$ cat config.mk
export PLATFORM = sky130hd
export DESIGN_NAME = fp8_mac_pe
export DESIGN_NICKNAME = d
export VERILOG_FILES = /design/src/rtl/fp8_pkg.sv /design/src/rtl/acc_to_bf16.sv /design/src/rtl/fp8_mac_pe.sv
export SDC_FILE = /design/constraint.sdc
export NUM_CORES = 1
export LEC_CHECK = 0
export BUFFER_PORTS_ARGS = -buffer_cell sky130_fd_sc_hd__clkbuf_2
export CAP_MARGIN = 20
export CORE_UTILIZATION = 55
export CTS_BUF_LIST = sky130_fd_sc_hd__clkbuf_4 sky130_fd_sc_hd__clkbuf_8
export DETAILED_ROUTE_END_ITERATION = 8
export PLACE_DENSITY_LB_ADDON = 0.12
export SLEW_MARGIN = 30
export SYNTH_ARGS = -nofsm -noshare
export SYNTH_HDL_FRONTEND = slang
export SYNTH_SLANG_ARGS = --single-unit
$ cat constraint.sdc
create_clock -name clk -period 11.4 [get_ports clk]
set_input_delay 2.28 -clock clk [delete_from_list [all_inputs] [get_ports clk]]
set_output_delay 2.28 -clock clk [all_outputs]
set_load 0.02 [all_outputs]
$ cat src/rtl/fp8_pkg.sv
// Shared constants and types for the FP8 MAC processing element:
// operand format encodings, exponent biases and BF16 packing constants.
package fp8_pkg;

    localparam logic FMT_E4M3 = 1'b0;
    localparam logic FMT_E5M2 = 1'b1;

    localparam logic [4:0] E4M3_BIAS = 5'd7;
    localparam logic [4:0] E5M2_BIAS = 5'd15;

    localparam logic [7:0]  BF16_BIAS = 8'd127;
    localparam logic [15:0] BF16_ZERO = 16'h0000;

    // Decoded operand: unbiased exponent is two's complement in exp.
    typedef struct packed {
        logic       sign;
        logic       special;
        logic [6:0] exp;
        logic [3:0] man;
    } fp8_dec_t;

endpackage

$ cat src/rtl/acc_to_bf16.sv
// Combinational conversion of a signed fixed-point accumulator value to BF16
// (truncating mantissa): priority leading-one detect, then pack.
module acc_to_bf16
    import fp8_pkg::*;
#(
    parameter int ACC_W     = 18,
    parameter int FRAC_BITS = 8
) (
    input  logic [ACC_W-1:0] res,
    output logic [15:0]      bf16
);

    localparam int IW = $clog2(ACC_W);

    logic [ACC_W-1:0] mag;
    logic [IW-1:0]    lead;
    logic [6:0]       man;

    always_comb begin
        mag  = res[ACC_W-1] ? -res : res;
        lead = '0;
        for (int i = 0; i < ACC_W; i++) begin
            if (mag[i]) lead = IW'(i);
        end
    end

    // Mantissa bit k is the bit k+1 places below the leading one, zero past bit 0.
    generate
        for (genvar gi = 0; gi < 7; gi++) begin : g_man
            logic [IW-1:0] idx;
            assign idx = lead - IW'(gi + 1);
            assign man[6-gi] = (lead > IW'(gi)) ? mag[idx] : 1'b0;
        end
    endgenerate

    always_comb begin
        bf16 = {res[ACC_W-1], BF16_BIAS + 8'(lead) - 8'(FRAC_BITS), man};
        if (res == '0) bf16 = BF16_ZERO;
    end

endmodule

$ cat src/rtl/fp8_mac_pe.sv
// Two-stage systolic FP8 (E4M3/E5M2) multiply-accumulate PE with a saturating
// fixed-point accumulator and a double-buffered BF16 result register.
module fp8_mac_pe
    import fp8_pkg::*;
#(
    parameter int ACC_W     = 18,
    parameter int FRAC_BITS = 8
) (
    input  logic        clk,
    input  logic        rst,
    input  logic        fmt,
    input  logic        in_valid,
    input  logic        clear,
    input  logic        drain,
    input  logic [7:0]  a_in,
    input  logic [7:0]  b_in,
    output logic [7:0]  a_out,
    output logic [7:0]  b_out,
    output logic        valid_out,
    output logic [15:0] c_out,
    output logic        c_valid,
    output logic        c_ovf
);

    localparam int PW = ACC_W + 8;
    localparam logic [ACC_W-1:0]        MAX_POS = {1'b0, {(ACC_W-1){1'b1}}};
    localparam logic signed [ACC_W:0]   SUM_MAX = {2'b00, {(ACC_W-1){1'b1}}};
    localparam logic signed [ACC_W:0]   SUM_MIN = -SUM_MAX;
    localparam logic signed [8:0]       SH_OFS  = 9'(FRAC_BITS - 6);
    localparam logic signed [8:0]       ACC_W_S = 9'(ACC_W);

    function automatic fp8_dec_t decode(input logic f, input logic [7:0] x);
        fp8_dec_t   d;
        logic [4:0] ef;
        logic [4:0] bias;
        d.sign    = x[7];
        d.special = 1'b0;
        d.man     = '0;
        ef        = '0;
        bias      = E4M3_BIAS;
        case (f)
            FMT_E4M3: begin
                ef        = {1'b0, x[6:3]};
                bias      = E4M3_BIAS;
                d.man     = {|x[6:3], x[2:0]};
                d.special = &x[6:0];
            end
            FMT_E5M2: begin
                ef        = x[6:2];
                bias      = E5M2_BIAS;
                d.man     = {|x[6:2], x[1:0], 1'b0};
                d.special = &x[6:2];
            end
        endcase
        if (ef == 5'd0) ef = 5'd1;
        d.exp = {2'b00, ef} - {2'b00, bias};
        return d;
    endfunction

    fp8_dec_t                da, db;
    logic [7:0]              man_prod;
    logic signed [8:0]       shift;
    logic [8:0]              rshift;
    logic [PW-1:0]           mag_wide;
    logic [ACC_W-1:0]        mag;
    logic                    sat_c;
    logic signed [ACC_W-1:0] prod_c;

    // Stage 1: decode, 4x4 mantissa multiply, align into the accumulator's fixed point.
    always_comb begin
        da       = decode(fmt, a_in);
        db       = decode(fmt, b_in);
        man_prod = {4'b0, da.man} * {4'b0, db.man};
        shift    = $signed({{2{da.exp[6]}}, da.exp}) + $signed({{2{db.exp[6]}}, db.exp}) + SH_OFS;
        rshift   = -shift;
        mag_wide = '0;
        sat_c    = 1'b0;
        if (!shift[8]) begin
            if (shift >= ACC_W_S) sat_c = (man_prod != 8'd0);
            else                  mag_wide = PW'(man_prod) << shift[7:0];
        end else if (rshift < 9'd8) begin
            mag_wide = PW'(man_prod >> rshift[2:0]);
        end
        if (mag_wide > PW'(MAX_POS)) sat_c = 1'b1;
        if (da.special || db.special) sat_c = 1'b1;
        mag    = sat_c ? MAX_POS : mag_wide[ACC_W-1:0];
        prod_c = (da.sign ^ db.sign) ? -$signed(mag) : $signed(mag);
    end

    logic [7:0]              a_reg, b_reg;
    logic signed [ACC_W-1:0] p1_reg;
    logic                    sat1_reg, v1_reg, clr1_reg, drn1_reg;
    logic signed [ACC_W-1:0] acc_reg, acc_next;
    logic                    ovf_reg, ovf_next;
    logic [ACC_W-1:0]        res_reg;
    logic                    c_valid_reg, c_ovf_reg;
    logic signed [ACC_W:0]   sum;

    // Stage 2: symmetric saturating accumulate; snapshot sees this edge's value.
    always_comb begin
        acc_next = acc_reg;
        ovf_next = ovf_reg;
        sum      = $signed({acc_reg[ACC_W-1], acc_reg}) + $signed({p1_reg[ACC_W-1], p1_reg});
        if (v1_reg) begin
            if (clr1_reg) begin
                acc_next = p1_reg;
                ovf_next = sat1_reg;
            end else begin
                ovf_next = ovf_reg | sat1_reg;
                if (sum > SUM_MAX) begin
                    acc_next = $signed(MAX_POS);
                    ovf_next = 1'b1;
                end else if (sum < SUM_MIN) begin
                    acc_next = -$signed(MAX_POS);
                    ovf_next = 1'b1;
                end else begin
                    acc_next = sum[ACC_W-1:0];
                end
            end
        end
    end

    always_ff @(posedge clk or posedge rst) begin
        if (rst) begin
            a_reg       <= '0;
            b_reg       <= '0;
            p1_reg      <= '0;
            sat1_reg    <= 1'b0;
            v1_reg      <= 1'b0;
            clr1_reg    <= 1'b0;
            drn1_reg    <= 1'b0;
            acc_reg     <= '0;
            ovf_reg     <= 1'b0;
            res_reg     <= '0;
            c_valid_reg <= 1'b0;
            c_ovf_reg   <= 1'b0;
        end else begin
            a_reg       <= a_in;
            b_reg       <= b_in;
            p1_reg      <= prod_c;
            sat1_reg    <= sat_c;
            v1_reg      <= in_valid;
            clr1_reg    <= clear;
            drn1_reg    <= drain;
            acc_reg     <= acc_next;
            ovf_reg     <= ovf_next;
            c_valid_reg <= drn1_reg;
            if (drn1_reg) begin
                res_reg   <= acc_next;
                c_ovf_reg <= ovf_next;
            end
        end
    end

    assign a_out     = a_reg;
    assign b_out     = b_reg;
    assign valid_out = v1_reg;
    assign c_valid   = c_valid_reg;
    assign c_ovf     = c_ovf_reg;

    acc_to_bf16 #(
        .ACC_W     (ACC_W),
        .FRAC_BITS (FRAC_BITS)
    ) u_bf16 (
        .res  (res_reg),
        .bf16 (c_out)
    );

endmodule

==> results.cfg <==
[outcome]
status = finished, final reports clean

[placement]
gp_congestion = 0.976
hpwl_microns = 19900
port_buffers = 56

[sta]
period_needed_ns = 9.14
slew_headroom_pct = 39.4
hold_viol = 0
slew_violations = 0
final-setup-viol-count = 0
worst_slew_pin_slew_ns = 0.902
post-route-period-util_pct = 80.2
rsz0062_at_grt = no
fin_skew_ns = 0.0144
fmax_ghz = 0.109
fin_setup_tns_ns = 0

[yosys]
synth-adder-area-share_pct = 9.48
yosys_warnings = 0
synthMuxAreaShare_pct = 5.80
ys_seq_area_share_pct = 20.2
syn_nets = 1339
mappedNetlistArea_sq_um = 9560
synthXorXnorAreaFrac_pct = 4.86
avgSynthCellArea_sq_um = 7.65
synthDistinctLibCells = 95
synth_edf_count = 0
synth-compound-area-share_pct = 28.0
synth-simple-area-share_pct = 25.6
synth_flop_cell = dfrtp_1
synthCells = 1249
synth_top_family_by_area = compound AO/OA/AOI/OAI gates
ys_ff_latch = 77
async_flop_share_pct = 100

[finish]
syn_to_final_growth_pct = 5.31
diodes = 0
drive_gt1_share_pct = 11.1
postLayoutCoreUtil_pct = 60.1
nNetsFinal = 1334

[route]
drc = 0
vias = 9575
drt-total-wl_microns = 26200
detail_route.iter0.violations = 1071
viasPerCell = 6.52
wl_per_cell_microns = 17.8
first_pass_iters = 8
final_antenna_net_count = 0

[clock_tree]
clk_path_buf_depth = 2
cts.clk_slew.worst_paths_ns = 0.08
post_cts_buffers = 0
hold_buffers = 0
numCtsBuffers = 9
clock_latency_ns = 0.37
cts_tree = done
cts_sinks = 77
clock-root-buffer = clkbuf_8
cts_resized = 0
h-tree-depth = 3

[setup_path]
critPathKind = in2reg
worst_path_largest_cell_delay_ns = 0.64
ff2ff_setup_slack_ns = 7.23
crit_chain = clkbuf_2 > nor2b_1 > a32oi_1 > fa_1 > fa_1 > inv_1 > ha_1 > a211oi_1 > o21a_1 > o311ai_0 > and2_1 > a2111oi_0 > o221ai_1 > a221o_1 > inv_1 > nand2_1 > inv_1 > ha_1 > nor3b_1 > nand4_1 > nor4_2 > a311oi_1 > or4_1
crit_top_cell = inv_1
slowest_stage = a221o_1
r2r_end = res_reg[0]
endpoint_kind = register
reg2reg_depth = 11
cp_max_fo = 30
worstPathArrival_ns = 9.38
cp-start-kind = primary input
r2r-start = p1_reg[10]
worstPathRequired_ns = 11.64

[die]
die_area_sq_um = 17900
initial_utilization_pct = 57.0
row_count = 47
io_pins = 57
dieHeight_microns = 134
core-area_sq_um = 16800
die_w_microns = 134

[worst_hold_path]
min_from = acc_reg[11]
min_to = acc_reg[11]
hold_path_depth = 2
min_path_type = reg2reg

[run]
maxCapViolCount = 0

[global_route]
grt_pass1_vias = 8657
gr-total-overflow = 0
grt_max_degree = 78
grt_pass1_wl_microns = 43400
grt_usage_pct = 29.7
grt_antenna_before_repair = 0
Yosys cell counts (31+ instances only):
library cell  instances  area share (%)
a21oi_1              79             4.1
nor2_1              119             4.7
dfrtp_1              77              20
clkbuf_1             52             2.0
nor3_1               52             2.7
nand2b_1             31             2.0
o21ai_0              71             3.7
ha_1                 62             8.1
xnor2_1              32             2.9
inv_1                61             2.4
nand2_1             101             4.0
nand3_1              40             2.1
worst max path at each step:
stage / depth (start not counted) / slack, ns / start / to
6_report: 23 / 2.26 / fmt / p1_reg[16]
3_5_place_dp: 23 / 1.90 / fmt / p1_reg[16]
2_1_floorplan: 25 / 2.71 / fmt / p1_reg[16]
4_1_cts: 23 / 2.28 / fmt / p1_reg[16]
5_1_grt: 23 / 1.63 / fmt / p1_reg[16]
3_3_place_gp: 23 / 2.03 / fmt / p1_reg[16]
per-layer routing:
| metal | track usage, % | vias up | routed length (microns) |
|---|---|---|---|
| met2 | 45.3 | 385 | 11500 |
| li1 | - | 4662 | - |
| met1 | 42.3 | 4472 | 12000 |
| met4 | 12.1 | 0 | 879 |
| met3 | 4.01 | 56 | 1760 |
| met5 | 0 | - | 0 |
per-stage QoR:
step / cell area [sq um] / cells / hold WS [ns] / setup slack, ns
global route: 10100 / 1469 / 0.559 / 1.63
floorplan: 9560 / 1249 / 0.352 / 2.71
detailed placement: 9840 / 1453 / 0.513 / 1.90
global placement: 9820 / 1453 / 0.497 / 2.03
finish: 10100 / 1469 / 0.528 / 2.26
CTS: 10100 / 1469 / 0.536 / 2.28
critical path, delay by kind of cell:
family / cells / cell delay, ns
AOI/OAI and AO/OA: 8 / 2.47
buffers and inverters: 4 / 0.97
adders and majority gates: 4 / 1.54
and+or+nand+nor: 7 / 2.08
logic make-up (layout without fill, tap and decap cells):
family,Yosys count,count (layout)
xor gates and xnor gates,53,53
muxes,43,43
and+or+nand+nor,481,481
AOI/OAI and AO/OA,383,383
adders and majority gates,69,69
DFF,77,77
buffers and inverters,143,143
cell type report:
class / instances / area [sq um]
clock inverters: 6 / 95.1
repair buffers: 61 / 322
inverters: 66 / 249
well taps: 220 / 275
flip-flops and latches: 77 / 1930
fillers: 1567 / 6690
multi-input cells: 1029 / 7070
clock buffers: 10 / 131
cells in the final DEF (no fill, tap or decap), types with 10 or more instances in the layout:
cell type and n:
ha_1 62, or4_1 11, o21a_1 12, xnor2_1 31
a21o_1 13, nor2b_1 11, nor4_1 10, nor3_1 52
a31oi_1 22, nand2_1 101, o22ai_1 23, clkbuf_2 56
nor2_1 119, a21oi_1 79, nand3_1 40, nand4_1 21
nand2b_1 31, mux2i_1 21, mux2_2 13, inv_1 60
xor2_1 21, o211ai_1 23, a211o_1 13, dfrtp_1 77
a211oi_1 11, or2_2 13, and3_1 13, or3_1 12
o21ai_0 71, and2_1 12
Power is not shown: default switching activity piles up to over one toggle a cycle in this logic, so the estimate is an artifact.
